`src/rtl/ex_mem_stage.sv`:
```
// Execute stage and EX/MEM pipeline register for the 5-stage MIPS datapath.
// Define EX_MUL_EN to add the 32-cycle iterative multiplier (funct 011000).
module ex_mem_stage (
    input  logic        clk,
    input  logic        rst,
    input  logic        in_valid,
    output logic        in_ready,
    input  logic        stall,
    input  logic        flush,
    input  logic [1:0]  wb_ctl,
    input  logic [2:0]  m_ctl,
    input  logic [3:0]  ex_ctl,
    input  logic [31:0] npc,
    input  logic [31:0] rdata1,
    input  logic [31:0] rdata2,
    input  logic [31:0] s_extend,
    input  logic [4:0]  instr_2016,
    input  logic [4:0]  instr_1511,
    output logic [1:0]  wb_ctlout,
    output logic [2:0]  m_ctlout,
    output logic [31:0] add_result,
    output logic        zero,
    output logic [31:0] alu_result,
    output logic [31:0] rdata2out,
    output logic [4:0]  muxout,
    output logic        out_valid
);

    logic        regdst;
    logic [1:0]  aluop;
    logic        alusrc;
    logic [31:0] opb;
    logic [31:0] alu_val;
    logic [31:0] branch_tgt;
    logic [4:0]  dst;

    assign {regdst, aluop, alusrc} = ex_ctl;

    always_comb begin
        opb     = alusrc ? s_extend : rdata2;
        alu_val = '0;
        case (aluop)
            2'b00: alu_val = rdata1 + opb;
            2'b01: alu_val = rdata1 - opb;
            2'b10: begin
                case (s_extend[5:0])
                    6'b100000: alu_val = rdata1 + opb;
                    6'b100010: alu_val = rdata1 - opb;
                    6'b100100: alu_val = rdata1 & opb;
                    6'b100101: alu_val = rdata1 | opb;
                    6'b101010: alu_val = {31'b0, $signed(rdata1) < $signed(opb)};
                    default:   alu_val = '0;
                endcase
            end
            default: alu_val = '0;
        endcase
    end

    assign branch_tgt = npc + {s_extend[29:0], 2'b00};
    assign dst        = regdst ? instr_1511 : instr_2016;

`ifdef EX_MUL_EN
    typedef enum logic [1:0] {IDLE, MUL, DONE} state_t;

    state_t      state;
    logic [4:0]  cnt;
    logic [31:0] acc;
    logic [31:0] mcand;
    logic [31:0] mplier;
    logic [1:0]  mul_wb;
    logic [2:0]  mul_m;
    logic [4:0]  mul_dst;
    logic [31:0] mul_add;
    logic [31:0] mul_rd2;
    logic        is_mult;

    assign is_mult  = (aluop == 2'b10) && (s_extend[5:0] == 6'b011000);
    assign in_ready = !rst && !stall && (state == IDLE);
`else
    assign in_ready = !rst && !stall;
`endif

    always_ff @(posedge clk or posedge rst) begin
        if (rst) begin
            wb_ctlout  <= '0;
            m_ctlout   <= '0;
            add_result <= '0;
            zero       <= 1'b0;
            alu_result <= '0;
            rdata2out  <= '0;
            muxout     <= '0;
            out_valid  <= 1'b0;
`ifdef EX_MUL_EN
            state      <= IDLE;
            cnt        <= '0;
            acc        <= '0;
            mcand      <= '0;
            mplier     <= '0;
            mul_wb     <= '0;
            mul_m      <= '0;
            mul_dst    <= '0;
            mul_add    <= '0;
            mul_rd2    <= '0;
`endif
        end else if (flush) begin
            out_valid <= 1'b0;
            wb_ctlout <= '0;
            m_ctlout  <= '0;
`ifdef EX_MUL_EN
            state     <= IDLE;
        end else if (state == MUL) begin
            // Low 32 bits only: the multiplicand shifts out of range harmlessly.
            if (mplier[0])
                acc <= acc + mcand;
            mcand  <= mcand << 1;
            mplier <= mplier >> 1;
            cnt    <= cnt + 5'd1;
            if (cnt == 5'd31)
                state <= DONE;
        end else if (state == DONE) begin
            if (!stall) begin
                wb_ctlout  <= mul_wb;
                m_ctlout   <= mul_m;
                add_result <= mul_add;
                alu_result <= acc;
                zero       <= (acc == '0);
                rdata2out  <= mul_rd2;
                muxout     <= mul_dst;
                out_valid  <= 1'b1;
                state      <= IDLE;
            end
`endif
        end else if (!stall) begin
            add_result <= branch_tgt;
            alu_result <= alu_val;
            zero       <= (alu_val == '0);
            rdata2out  <= rdata2;
            muxout     <= dst;
            out_valid  <= in_valid;
            wb_ctlout  <= in_valid ? wb_ctl : '0;
            m_ctlout   <= in_valid ? m_ctl : '0;
`ifdef EX_MUL_EN
            // An accepted multiply leaves a bubble behind and parks its fields.
            if (in_valid && is_mult) begin
                out_valid <= 1'b0;
                wb_ctlout <= '0;
                m_ctlout  <= '0;
                state     <= MUL;
                cnt       <= '0;
                acc       <= '0;
                mcand     <= rdata1;
                mplier    <= opb;
                mul_wb    <= wb_ctl;
                mul_m     <= m_ctl;
                mul_dst   <= dst;
                mul_add   <= branch_tgt;
                mul_rd2   <= rdata2;
            end
`endif
        end
    end

endmodule

```
`config.mk`:
```
export PLATFORM = sky130hd
export DESIGN_NAME = ex_mem_stage
export DESIGN_NICKNAME = d
export VERILOG_FILES = /design/src/rtl/ex_mem_stage.sv
export SDC_FILE = /design/constraint.sdc
export NUM_CORES = 1
export LEC_CHECK = 0
export BUFFER_PORTS_ARGS = -buffer_cell sky130_fd_sc_hd__buf_2
export CAP_MARGIN = 15
export CORE_MARGIN = 3
export CORE_UTILIZATION = 40
export DETAILED_ROUTE_END_ITERATION = 8
export RECOVER_POWER = 100
export SLEW_MARGIN = 20
export SYNTH_ARGS = -nofsm -noshare
export SYNTH_HDL_FRONTEND = slang
export SYNTH_SLANG_ARGS = --single-unit
export TNS_END_PERCENT = 100
```
`constraint.sdc`:
```
create_clock -name clk -period 3.7 [get_ports clk]
set_input_delay 0.74 -clock clk [delete_from_list [all_inputs] [get_ports clk]]
set_output_delay 0.74 -clock clk [all_outputs]
set_load 0.005 [all_outputs]
```
# ---- Yosys cells after proc, flatten, opt, wreduce, memory -nomap -nowiden
# Index checks and enable logic that the tools add are counted.
dict set report word_totals {
  reg_bits 108
  inputBits 152
  word_cells 42
}
dict set report classes {
  add_sub_neg 3
  n_lt_le_gt_ge 1
  n_eq_ne 8
  muxes 12
  n_bitwise 4
  reduce_logical 6
}
# operator count
set op_table {}
lappend op_table {{$pmux W32 S5} 1}
lappend op_table {{$pmux W32 S3} 1}
lappend op_table {{$add A32 B32 Y32} 2}
lappend op_table {{$and A32 B32 Y32} 1}
lappend op_table {{$logic_not A32 Y1} 1}
lappend op_table {{$lt A32 B32 Y1} 1}
lappend op_table {{$mux W32} 1}
lappend op_table {{$or A32 B32 Y32} 1}
lappend op_table {{$sub A32 B32 Y32} 1}
lappend op_table {{$eq A6 B6 Y1 const B} 5}
lappend op_table {{$mux W3} 3}
lappend op_table {{$mux W2} 3}
lappend op_table {{$mux W5} 1}
lappend op_table {{$eq A2 B1 Y1 const B} 1}
lappend op_table {{$eq A2 B2 Y1 const B} 1}
lappend op_table {{$logic_not A1 Y1} 2}
lappend op_table {{$logic_not A2 Y1} 1}
lappend op_table {{$mux W1} 2}
lappend op_table {{$ne A2 B1 Y1 const B} 1}
lappend op_table {{$not A1 Y1} 2}
lappend op_table {{$reduce_and A2 Y1} 1}
lappend op_table {{$logic_and A1 B1 Y1} 1}

# ---- Longest topological paths before layout
# Gate-level depths: netlist of the first run.
dict set report depth {
  ltp_word 5
  ltp_mapped 21
  depth_no_buf 16
}

# ---- Worst setup path before layout of the first run
# Ideal clock, no wire load.
dict set report synth_path {
  kind {in2reg}
  from {in s_extend[0]}
  to {reg zero}
  setup_time_ps 122
  t_arrival_ps 5205
  setup_slack_ps -1626
  cell_stages 21
  path_buffers 5
  cell_sequence {buf_2 buf_1 clkbuf_1 clkbuf_1 buf_1 mux2i_1 inv_1 ha_1 fa_1 or2_1 a221oi_2 o211ai_1 a31o_1 o211ai_2 a221oi_1 o21a_1 or4_1 and3_1 and3_1 and4_1 a32o_1}
}
dict set report synth_via {
  elab_chain_len 5
  elab_cells_between_ends 14
}
# element line
set synth_rtl {}
lappend synth_rtl {{start, declared} 16} ;# input logic [31:0] s_extend,
lappend synth_rtl {{$mux W32} 40} ;# opb = alusrc ? s_extend : rdata2;
lappend synth_rtl {{$sub A32 B32 Y32, or another cell as far along} {44, 48}}
lappend synth_rtl {{$pmux W32 S5} 46} ;# case (s_extend[5:0])
lappend synth_rtl {{$pmux W32 S3 (*)} 42} ;# case (aluop)
lappend synth_rtl {{$logic_not A32 Y1 (*)} 136} ;# zero <= (alu_val == '0);
lappend synth_rtl {{end signal, assigned} 136}
lappend synth_rtl {{end, declared} 22} ;# output logic zero,
# Every way passes the cells marked *; elsewhere a longest branch is shown, timed or not.
# A chain may end at the register's enable or synchronous reset.

# ---- Worst setup path after layout of the first run
dict set report layout_path {
  from {in ex_ctl[0]}
  to {reg zero}
}
dict set report layout_via {
  elab_chain_len 5
  elab_cells_between_ends 9
}
# element line
set layout_rtl {}
lappend layout_rtl {{start, declared} 12} ;# input logic [3:0] ex_ctl,
lappend layout_rtl {{$mux W32 (*)} 40}
lappend layout_rtl {{$sub A32 B32 Y32, or another cell as far along} {44, 48}}
lappend layout_rtl {{$pmux W32 S5} 46}
lappend layout_rtl {{$pmux W32 S3 (*)} 42}
lappend layout_rtl {{$logic_not A32 Y1 (*)} 136}
# Marks and branches as above.

==> results.json, run 1 <==
{
  "outcome": "complete, but fails checks",
  "violations": "max-capacitance violations, max-slew violations, negative setup slack",
  "period_needed_ns": 4.33,
  "synth_seq_cells": 108,
  "dp.cells": 2432,
  "gp_congestion": 0.987,
  "cts.path.max_buffers": 2,
  "wl_um": 46200,
  "synthArstFlopShare": 1.00,
  "drive_above_1_share": 0.373,
  "hold_class": "flip-flop to flip-flop",
  "critPathMaxFanout": 4,
  "syn_area_sq_um": 11300,
  "gr-total-overflow": 0,
  "required_ns": 4.00,
  "setup_viol": 10,
  "synthCells": 1450,
  "start_util": 0.413,
  "ys_top_cells_by_count": "nand2_1, ha_1, inv_1, dfrtp_1, a21oi_1",
  "finalHoldViolations": 0,
  "drtAntennaViolNets": 0,
  "synthTopCellsByArea": "dfrtp_1, ha_1, nand2_1",
  "num_vias": 13400,
  "cts_sinks": 108,
  "row_count": 60,
  "synth_nets": 1747,
  "ios": 261,
  "synth-seq-area-share": 0.239,
  "period_share": 1.17,
  "fin_cells": 2476,
  "cp-end-kind": "flip-flop",
  "rsz0062_at_grt": "yes",
  "path_buf_inv": 3,
  "synth_area_per_cell_sq_um": 7.79,
  "first_global_vias": 13100,
  "dp_hpwl_um": 37500,
  "drv_slew": 78,
  "crit_chain": "buf_12 > mux2i_1 > buf_4 > inv_4 > ha_4 > fa_2 > a21o_1 > a221oi_4 > o211ai_1 > a221o_1 > a21oi_2 > xnor2_1 > a221oi_2 > nand4_1 > or4b_4 > and4bb_1 > and4_1 > a32o_1",
  "cp.depth": 18,
  "root_buffer": "clkbuf_16",
  "dieArea_sq_um": 30300,
  "first_pass_iters": 6,
  "crit_family": "compound AO/OA/AOI/OAI gates",
  "ctsHoldBuffers": 0,
  "worstSetupStartpointType": "primary input",
  "cts-buffers-inserted": 9,
  "antenna_found_initial": 2,
  "core_region_area_sq_um": 27300,
  "worstPathArrival_ns": 4.63,
  "die_x_um": 174,
  "insertion_delay_ns": 0.36,
  "r2r.worst_path.cells": 2,
  "critPathKind": "primary input to flip-flop",
  "grt_pass1_wl_um": 71100,
  "ys_types": 86,
  "grt_max_degree": 86,
  "groute.usage.overall": 0.292,
  "cpPeakStageDelay_ns": 0.51,
  "synth_top_area_share": 0.239,
  "yosysMostFrequentCell": "nand2_1",
  "yosys.area.top_type": "dfrtp_1",
  "drc": 0,
  "max-slew-margin-rel": -0.160,
  "holdPathStages": 2,
  "cpMaxStageDelayCell": "or4b_4",
  "die_h_um": 174,
  "drt-initial-drc-count": 950,
  "port-buffer-count": 260,
  "synthToLayoutAreaGrowth_pct": 52.1,
  "synth_edf_count": 0,
  "fin_tns_setup_ns": -2.32,
  "viasPerCell": 5.42,
  "peakVddDrop_uv": 249,
  "timing.fmax_mhz": 231,
  "ys.flop_type": "dfrtp_1",
  "fin_nets": 2394,
  "yosysWarnings": 0,
  "cts_tree": "yes",
  "wire_per_inst_um": 18.6,
  "h-tree-depth": 3,
  "cap_violations": 2,
  "powerDensity_nw_per_um2": 316,
  "p_leak_nw": 8.73,
  "worst_pin_slew_ns": 1.74,
  "setup_ws_ns": -0.628,
  "path_clk_slew_ns": 0.08,
  "report.power.total_w": 0.00542,
  "skew_ns": 0
}
==> registers in the layout, indices dropped and copies added (netlist names) <==
| signal | count |
|---|---|
| alu_result | 32 |
| zero | 1 |
| muxout | 5 |
| wb_ctlout | 2 |
| rdata2out | 32 |
| m_ctlout | 3 |
| add_result | 32 |
| out_valid | 1 |
==> cell families (layout without fill, tap and decap cells) <==
family	count (synthesis)	after routing	share of synthesized area
AOI/OAI and AO/OA	439	439	0.262
xor gates and xnor gates	44	44	0.0341
DFF	108	108	0.239
adders and majority gates	145	145	0.163
and+or+nand+nor	482	482	0.195
buffers and inverters	183	835	0.0628
muxes	49	49	0.0442
other	0	2	0
==> stage by stage <==
stage               setup slack (ns)  hold WS, ns  instance area (sq um)  utilization
floorplan                      -1.15        0.463                  11400            -
global placement               -1.14        0.452                  16000        0.587
detailed placement             -1.22        0.456                  16000        0.587
CTS                           -0.616        0.390                  16800        0.616
global route                  -0.774        0.504                  17200        0.629
finish                        -0.628        0.473                  17200        0.629
==> layout make-up <==
| cell class | instances | area, sq um |
|---|---|---|
| fill | 2633 | 10100 |
| multi-input combinational | 1159 | 8580 |
| timing repair buffer | 708 | 4700 |
| sequential | 108 | 2700 |
| tap | 372 | 465 |
| inverter | 111 | 420 |
| clock buffer | 9 | 225 |
| clock inverter | 7 | 77.6 |
| antenna | 2 | 5.00 |
==> repair_timing <==
| action | in CTS | in global routing |
|---|---|---|
| cloned | 1 | 0 |
| gates resized for setup | 76 | 75 |
| endpoints found under the setup margin | 25 | 22 |
| pin swaps | 32 | 30 |
| setup buffers | 12 | 14 |
==> layer usage <==
layer | vias to the layer above | track usage | routed length [um]
met5 | - | 0 | 0
met4 | 0 | 0.124 | 2140
met3 | 123 | 0.0358 | 2950
met2 | 532 | 0.473 | 20900
met1 | 6327 | 0.392 | 20200
li1 | 6440 | - | -
==> placed cells by master (no fill, tap or decap), types with 19 or more instances in the layout <==
cell / Yosys / layout
nor2_1: 90 / 87
nand3_1: 19 / 19
buf_2: 9 / 195
a21oi_1: 102 / 94
xnor2_1: 28 / 28
o21ai_0: 96 / 86
a21o_1: 29 / 29
nand2_1: 250 / 245
dfrtp_1: 108 / 108
clkbuf_1: 49 / 65
a211oi_1: 27 / 19
o211ai_1: 20 / 20
ha_1: 142 / 127
inv_1: 110 / 105
buf_4: 1 / 431
mux2i_1: 42 / 31
==> worst reg2reg max path, cell delays in order, from the launching register on <==
cell,delay [ns]
dfrtp_1,0.45
nand2_1,0.08
o21ai_0,0.08
==> power by group <==
| part | internal [W] | switching, W | total [W] |
|---|---|---|---|
| Clock | 0.000483 | 0.000533 | 0.00102 |
| Sequential | 0.00138 | 0.000119 | 0.00150 |
| Combinational | 0.00141 | 0.00149 | 0.00291 |
==> worst paths after layout <==
path                                start             end  slack, ns
max in group asynchronous             rst  alu_result[27]       0.67
min in group asynchronous             rst     m_ctlout[1]       0.71
setup reg to reg           alu_result[17]  alu_result[17]       2.95
setup / recovery                ex_ctl[0]            zero      -0.63
hold reg to reg             rdata2out[13]   rdata2out[13]       0.47
hold / removal              rdata2out[13]   rdata2out[13]       0.47
Note: power is estimated with default switching activity, not from simulation.
==> run 2: changes to the inputs <==
Settings changed: ABC_AREA from default to 1, CTS_CLUSTER_SIZE from default to 12.
==> results.json, run 2 <==
{
  "drt-initial-drc-count": 1170,
  "fillerInstances": 3228,
  "worst_pin_slew_ns": 2.38,
  "outcome": "complete, but fails checks",
  "synth_area_per_cell_sq_um": 6.07,
  "synth_seq_cells": 108,
  "row_count": 63,
  "regToRegStartpoint": "add_result[26]",
  "gr-total-overflow": 0,
  "port-buffer-count": 260,
  "crit_path_frequent_cell": "nand2_1",
  "p_leak_nw": 9.30,
  "fin_nets": 2839,
  "ys_types": 46,
  "violations": "max-capacitance violations, max-slew violations",
  "drc": 0,
  "viasPerCell": 5.11,
  "final_cell_mix": "nand2_1, buf_4, inv_1",
  "synthArstFlopShare": 1.00,
  "timing.fmax_mhz": 285,
  "num_vias": 15000,
  "syn_area_sq_um": 12300,
  "root_buffer": "clkbuf_16",
  "critPathMaxFanout": 14,
  "cp-end-kind": "flip-flop",
  "first_pass_iters": 5,
  "synth-seq-area-share": 0.220,
  "worstSetupStartpointType": "primary input",
  "gp_congestion": 0.945,
  "dieArea_sq_um": 32900,
  "dp_hpwl_um": 45500,
  "drtAntennaViolNets": 0,
  "grt_pass1_wl_um": 81500,
  "die_x_um": 181,
  "yosys.area.top_type": "dfrtp_1",
  "core_region_area_sq_um": 30000,
  "cap_violations": 1,
  "synth_nets": 2320,
  "synthCells": 2023,
  "dp.cells": 2921,
  "grt_max_degree": 70,
  "yosysWarnings": 0,
  "ys_top_cells_by_count": "nand2_1, inv_1, nand3_1, nor2_1, ha_1",
  "finalHoldViolations": 0,
  "worstPathArrival_ns": 3.82,
  "required_ns": 4.00,
  "groute.usage.overall": 0.318,
  "top_regs": "add_result: 32 flops, alu_result: 32 flops, rdata2out: 32 flops",
  "cpMaxStageDelayCell": "ha_1",
  "final_common_cell": "nand2_1",
  "period_needed_ns": 3.51,
  "synth_edf_count": 0,
  "critPathKind": "primary input to flip-flop",
  "ys.flop_type": "dfrtp_1",
  "fin_cells": 2938,
  "path_clk_slew_ns": 0.07,
  "first_global_vias": 14400,
  "final_area_sq_um": 16400,
  "setup_viol": 0,
  "final-seq-area_sq_um": 2700,
  "cts-buffers-inserted": 9,
  "skew_ns": 0,
  "synthToLayoutAreaGrowth_pct": 33.6,
  "cts_tree": "yes",
  "cts.path.max_buffers": 2,
  "period_share": 0.950,
  "wire_per_inst_um": 18.3,
  "ios": 261,
  "synth_top_area_share": 0.220,
  "antenna_found_initial": 2,
  "powerDensity_nw_per_um2": 307,
  "drive_above_1_share": 0.220,
  "multi_input_area_sq_um": 8280,
  "cpPeakStageDelay_ns": 0.38,
  "synthTopCellsByArea": "dfrtp_1, nand2_1, ha_1",
  "hold_class": "flip-flop to flip-flop",
  "insertion_delay_ns": 0.36,
  "h-tree-depth": 3,
  "max-slew-margin-rel": -0.584,
  "drv_slew": 63,
  "yosysMostFrequentCell": "nand2_1",
  "worstHoldStart": "rdata2out[27]",
  "critPathLaunch": "ex_ctl[0]",
  "start_util": 0.410,
  "die_h_um": 181,
  "cts_sinks": 108,
  "peakVddDrop_uv": 267,
  "placed_area_sq_um": 16200,
  "wl_um": 53800
}
==> run 2: path summary, 6_finish.rpt <==
check / depth (start not counted) / endpoint / slack [ns]
setup / recovery: 25 / zero / 0.19
setup reg to reg: 2 / add_result[26] / 2.94
hold / removal: 2 / rdata2out[27] / 0.47
min in group asynchronous: 2 / m_ctlout[1] / 1.19
hold reg to reg: 2 / rdata2out[27] / 0.47
max in group asynchronous: 3 / alu_result[1] / 0.66
==> run 2: cell type report <==
class                   instances  share of cell area
diodes                          1            0.000152
clock buffers                  10              0.0146
clock inverters                 6             0.00389
inverters                     291              0.0666
multi-input cells            1568               0.504
flip-flops and latches        108               0.165
well taps                     390              0.0297
repair buffers                564               0.216
==> run 2: power by group <==
group | switching [W] | internal [W]
clock network | 0.000466 | 0.000543
logic | 0.00151 | 0.00105
registers | 0.000113 | 0.00136
total | 0.00209 | 0.00295
==> run 2: worst max-delay path, delay by kind of cell <==
family / cells / cell delay, ns
buffers and inverters: 5 / 0.66
AND/OR/NAND/NOR: 17 / 1.74
adder cells (fa/ha/maj): 1 / 0.38
AO/OA/AOI/OAI: 2 / 0.28
==> run 2: layer usage <==
layer / global-route usage / vias up / share of wire
li1: - / 7489 / -
met1: 0.434 / 6931 / 0.45
met2: 0.514 / 486 / 0.45
met3: 0.0463 / 92 / 0.056
met4: 0.110 / 2 / 0.042
met5: 0 / - / 0.00030
==> run 2: what timing repair did <==
item                       4_1_cts  5_1_grt
setup buffers                    0        0
hold buffers                     0        0
setup endpoints to repair        0        1
resized for setup                0       25
==> run 2: logic make-up after synthesis <==
kind of cell               Yosys count  share of synthesized area
AOI/OAI and AO/OA                  302                      0.136
and+or+nand+nor                   1102                      0.370
DFF                                108                      0.220
adders and majority gates          145                      0.150
xor gates and xnor gates            19                     0.0135
buffers and inverters              347                      0.111
==> run 2: stage by stage <==
stage	total power, W	util	setup TNS, ns	hold WS (ns)	setup slack (ns)
floorplan	0.00272	-	0	0.465	0.114
global placement	0.00403	0.540	-0.835	0.449	-0.381
CTS	0.00506	0.550	0	0.471	0.0416
detailed placement	0.00404	0.540	-0.743	0.453	-0.327
finish	0.00504	0.548	0	0.465	0.186
global route	0.00541	0.548	-0.00935	0.497	-0.00935
==> run 3: changes to the inputs <==
Settings changed: PLACE_DENSITY from default to 0.7.
==> results.json, run 3 (same netlist as run 2, synthesis figures left out) <==
{
  "dieArea_sq_um": 32900,
  "timing.fmax_mhz": 285,
  "path_clk_slew_ns": 0.08,
  "core_region_area_sq_um": 30000,
  "cts-buffers-inserted": 9,
  "cts_sinks": 108,
  "fin_tns_setup_ns": 0,
  "grt_pass1_wl_um": 80900,
  "final_area_sq_um": 16200,
  "r2r_end": "add_result[30]",
  "worst_pin_slew_ns": 1.61,
  "outcome": "complete, but fails checks",
  "synthToLayoutAreaGrowth_pct": 31.8,
  "insertion_delay_ns": 0.36,
  "drive_above_1_share": 0.204,
  "drtAntennaViolNets": 0,
  "report.power.total_w": 0.00503,
  "port-buffer-count": 260,
  "p_leak_nw": 9.17,
  "viasPerCell": 5.27,
  "antenna_found_initial": 0,
  "worstPathArrival_ns": 3.80,
  "rrSetupSlack_ns": 2.97,
  "drt-initial-drc-count": 1260,
  "peakVddDrop_uv": 240,
  "gr-total-overflow": 0,
  "wire_per_inst_um": 17.9,
  "finalHoldViolations": 0,
  "h-tree-depth": 3,
  "regToRegStartpoint": "add_result[30]",
  "violations": "max-capacitance violations, max-slew violations",
  "fin_nets": 2817,
  "cap_violations": 1,
  "diodes": 0,
  "ios": 261,
  "dp_hpwl_um": 44000,
  "wl_um": 52300,
  "critPathMaxFanout": 24,
  "groute.usage.overall": 0.309,
  "gp_congestion": 1.02,
  "worstHoldStart": "rdata2out[31]",
  "cp-end-kind": "flip-flop",
  "first_pass_iters": 6,
  "required_ns": 4.00,
  "grt_max_degree": 120,
  "top_regs": "add_result: 32 flops, alu_result: 32 flops, rdata2out: 32 flops",
  "r2r.worst_path.cells": 2,
  "ctsHoldBuffers": 0,
  "start_util": 0.410,
  "die_x_um": 181,
  "die_h_um": 181,
  "root_buffer": "clkbuf_16",
  "hold_class": "flip-flop to flip-flop",
  "critPathLaunch": "ex_ctl[0]",
  "row_count": 63,
  "powerDensity_nw_per_um2": 311,
  "worstSetupStartpointType": "primary input",
  "placed_area_sq_um": 16000,
  "num_vias": 15400,
  "cts.path.max_buffers": 2,
  "setup_viol": 0,
  "first_global_vias": 14800,
  "period_share": 0.947,
  "final_cell_mix": "nand2_1, inv_1, buf_4",
  "skew_ns": 0,
  "drc": 0,
  "period_needed_ns": 3.50,
  "max-slew-margin-rel": -0.0728,
  "endpoint": "zero",
  "final_common_cell": "nand2_1",
  "cts_tree": "yes",
  "drv_slew": 75,
  "critPathKind": "primary input to flip-flop",
  "fillerInstances": 3172
}
## run 3: cell types whose count changed in the layout (fill, tap and decap cells not counted), moves of 6 or more
| cell | before | now |
|---|---|---|
| clkbuf_1 | 74 | 85 |
| o21ai_1 | 14 | 6 |
| o21ai_0 | 123 | 130 |
| clkbuf_4 | 5 | 15 |
| buf_4 | 291 | 255 |
| buf_2 | 186 | 180 |
## run 3: worst max-delay path: stages
cell	delay (ns)
buf_2	0.17
buf_12	0.17
buf_4	0.15
nand2_1	0.11
o21ai_0	0.13
ha_1	0.37
inv_1	0.08
buf_4	0.14
a21oi_1	0.20
o21ai_0	0.17
nand2_1	0.10
nand3_1	0.10
a21oi_2	0.24
nand3_1	0.13
nand3_1	0.11
nand2_1	0.08
nor2_1	0.09
buf_4	0.12
nand4_1	0.14
nor2_1	0.12
nand2_1	0.06
nand2_1	0.06
## run 3: worst min-delay path by stage
stage | slack [ns] | cells past startpoint | end
global route | 0.49 | 2 | rdata2out[9]
CTS | 0.47 | 2 | rdata2out[31]
floorplan | 0.47 | 2 | add_result[0]
global placement | 0.45 | 2 | rdata2out[31]
detailed placement | 0.45 | 2 | rdata2out[31]
finish | 0.47 | 2 | rdata2out[31]
## run 3: cell type report
class                      instances  area [sq um]  area share
timing repair buffer             542          3360       0.208
multi-input combinational       1568          8230       0.509
tap                              390           488      0.0301
clock inverter                     4          75.1     0.00464
sequential                       108          2700       0.167
clock buffer                      11           233      0.0144
inverter                         291          1090      0.0675
## run 3: routing by layer
| layer | GRT usage | part of all wire |
|---|---|---|
| met5 | 0 | 0 |
| met2 | 0.516 | 0.46 |
| met1 | 0.408 | 0.42 |
| met4 | 0.120 | 0.049 |
| met3 | 0.0356 | 0.073 |
## run 3: what timing repair did
| item | in CTS | in global routing |
|---|---|---|
| setup buffers | 0 | 4 |
| endpoints found under the setup margin | 1 | 5 |
| gates resized for setup | 2 | 11 |
| pin swaps | 0 | 3 |
## run 3: power by group
part	internal, W	switching (W)
Combinational	0.00101	0.00149
Sequential	0.00136	0.000106
Clock	0.000591	0.000464
Total	0.00297	0.00206
## run 3: through the flow
stage	util	setup slack, ns	hold WS (ns)	instances
5_1_grt	0.540	-0.0307	0.489	2914
3_5_place_dp	0.533	-0.380	0.453	2895
3_3_place_gp	0.533	-0.381	0.449	2895
6_report	0.540	0.197	0.471	2914
2_1_floorplan	-	0.114	0.465	2023
4_1_cts	0.544	0.0220	0.472	2910
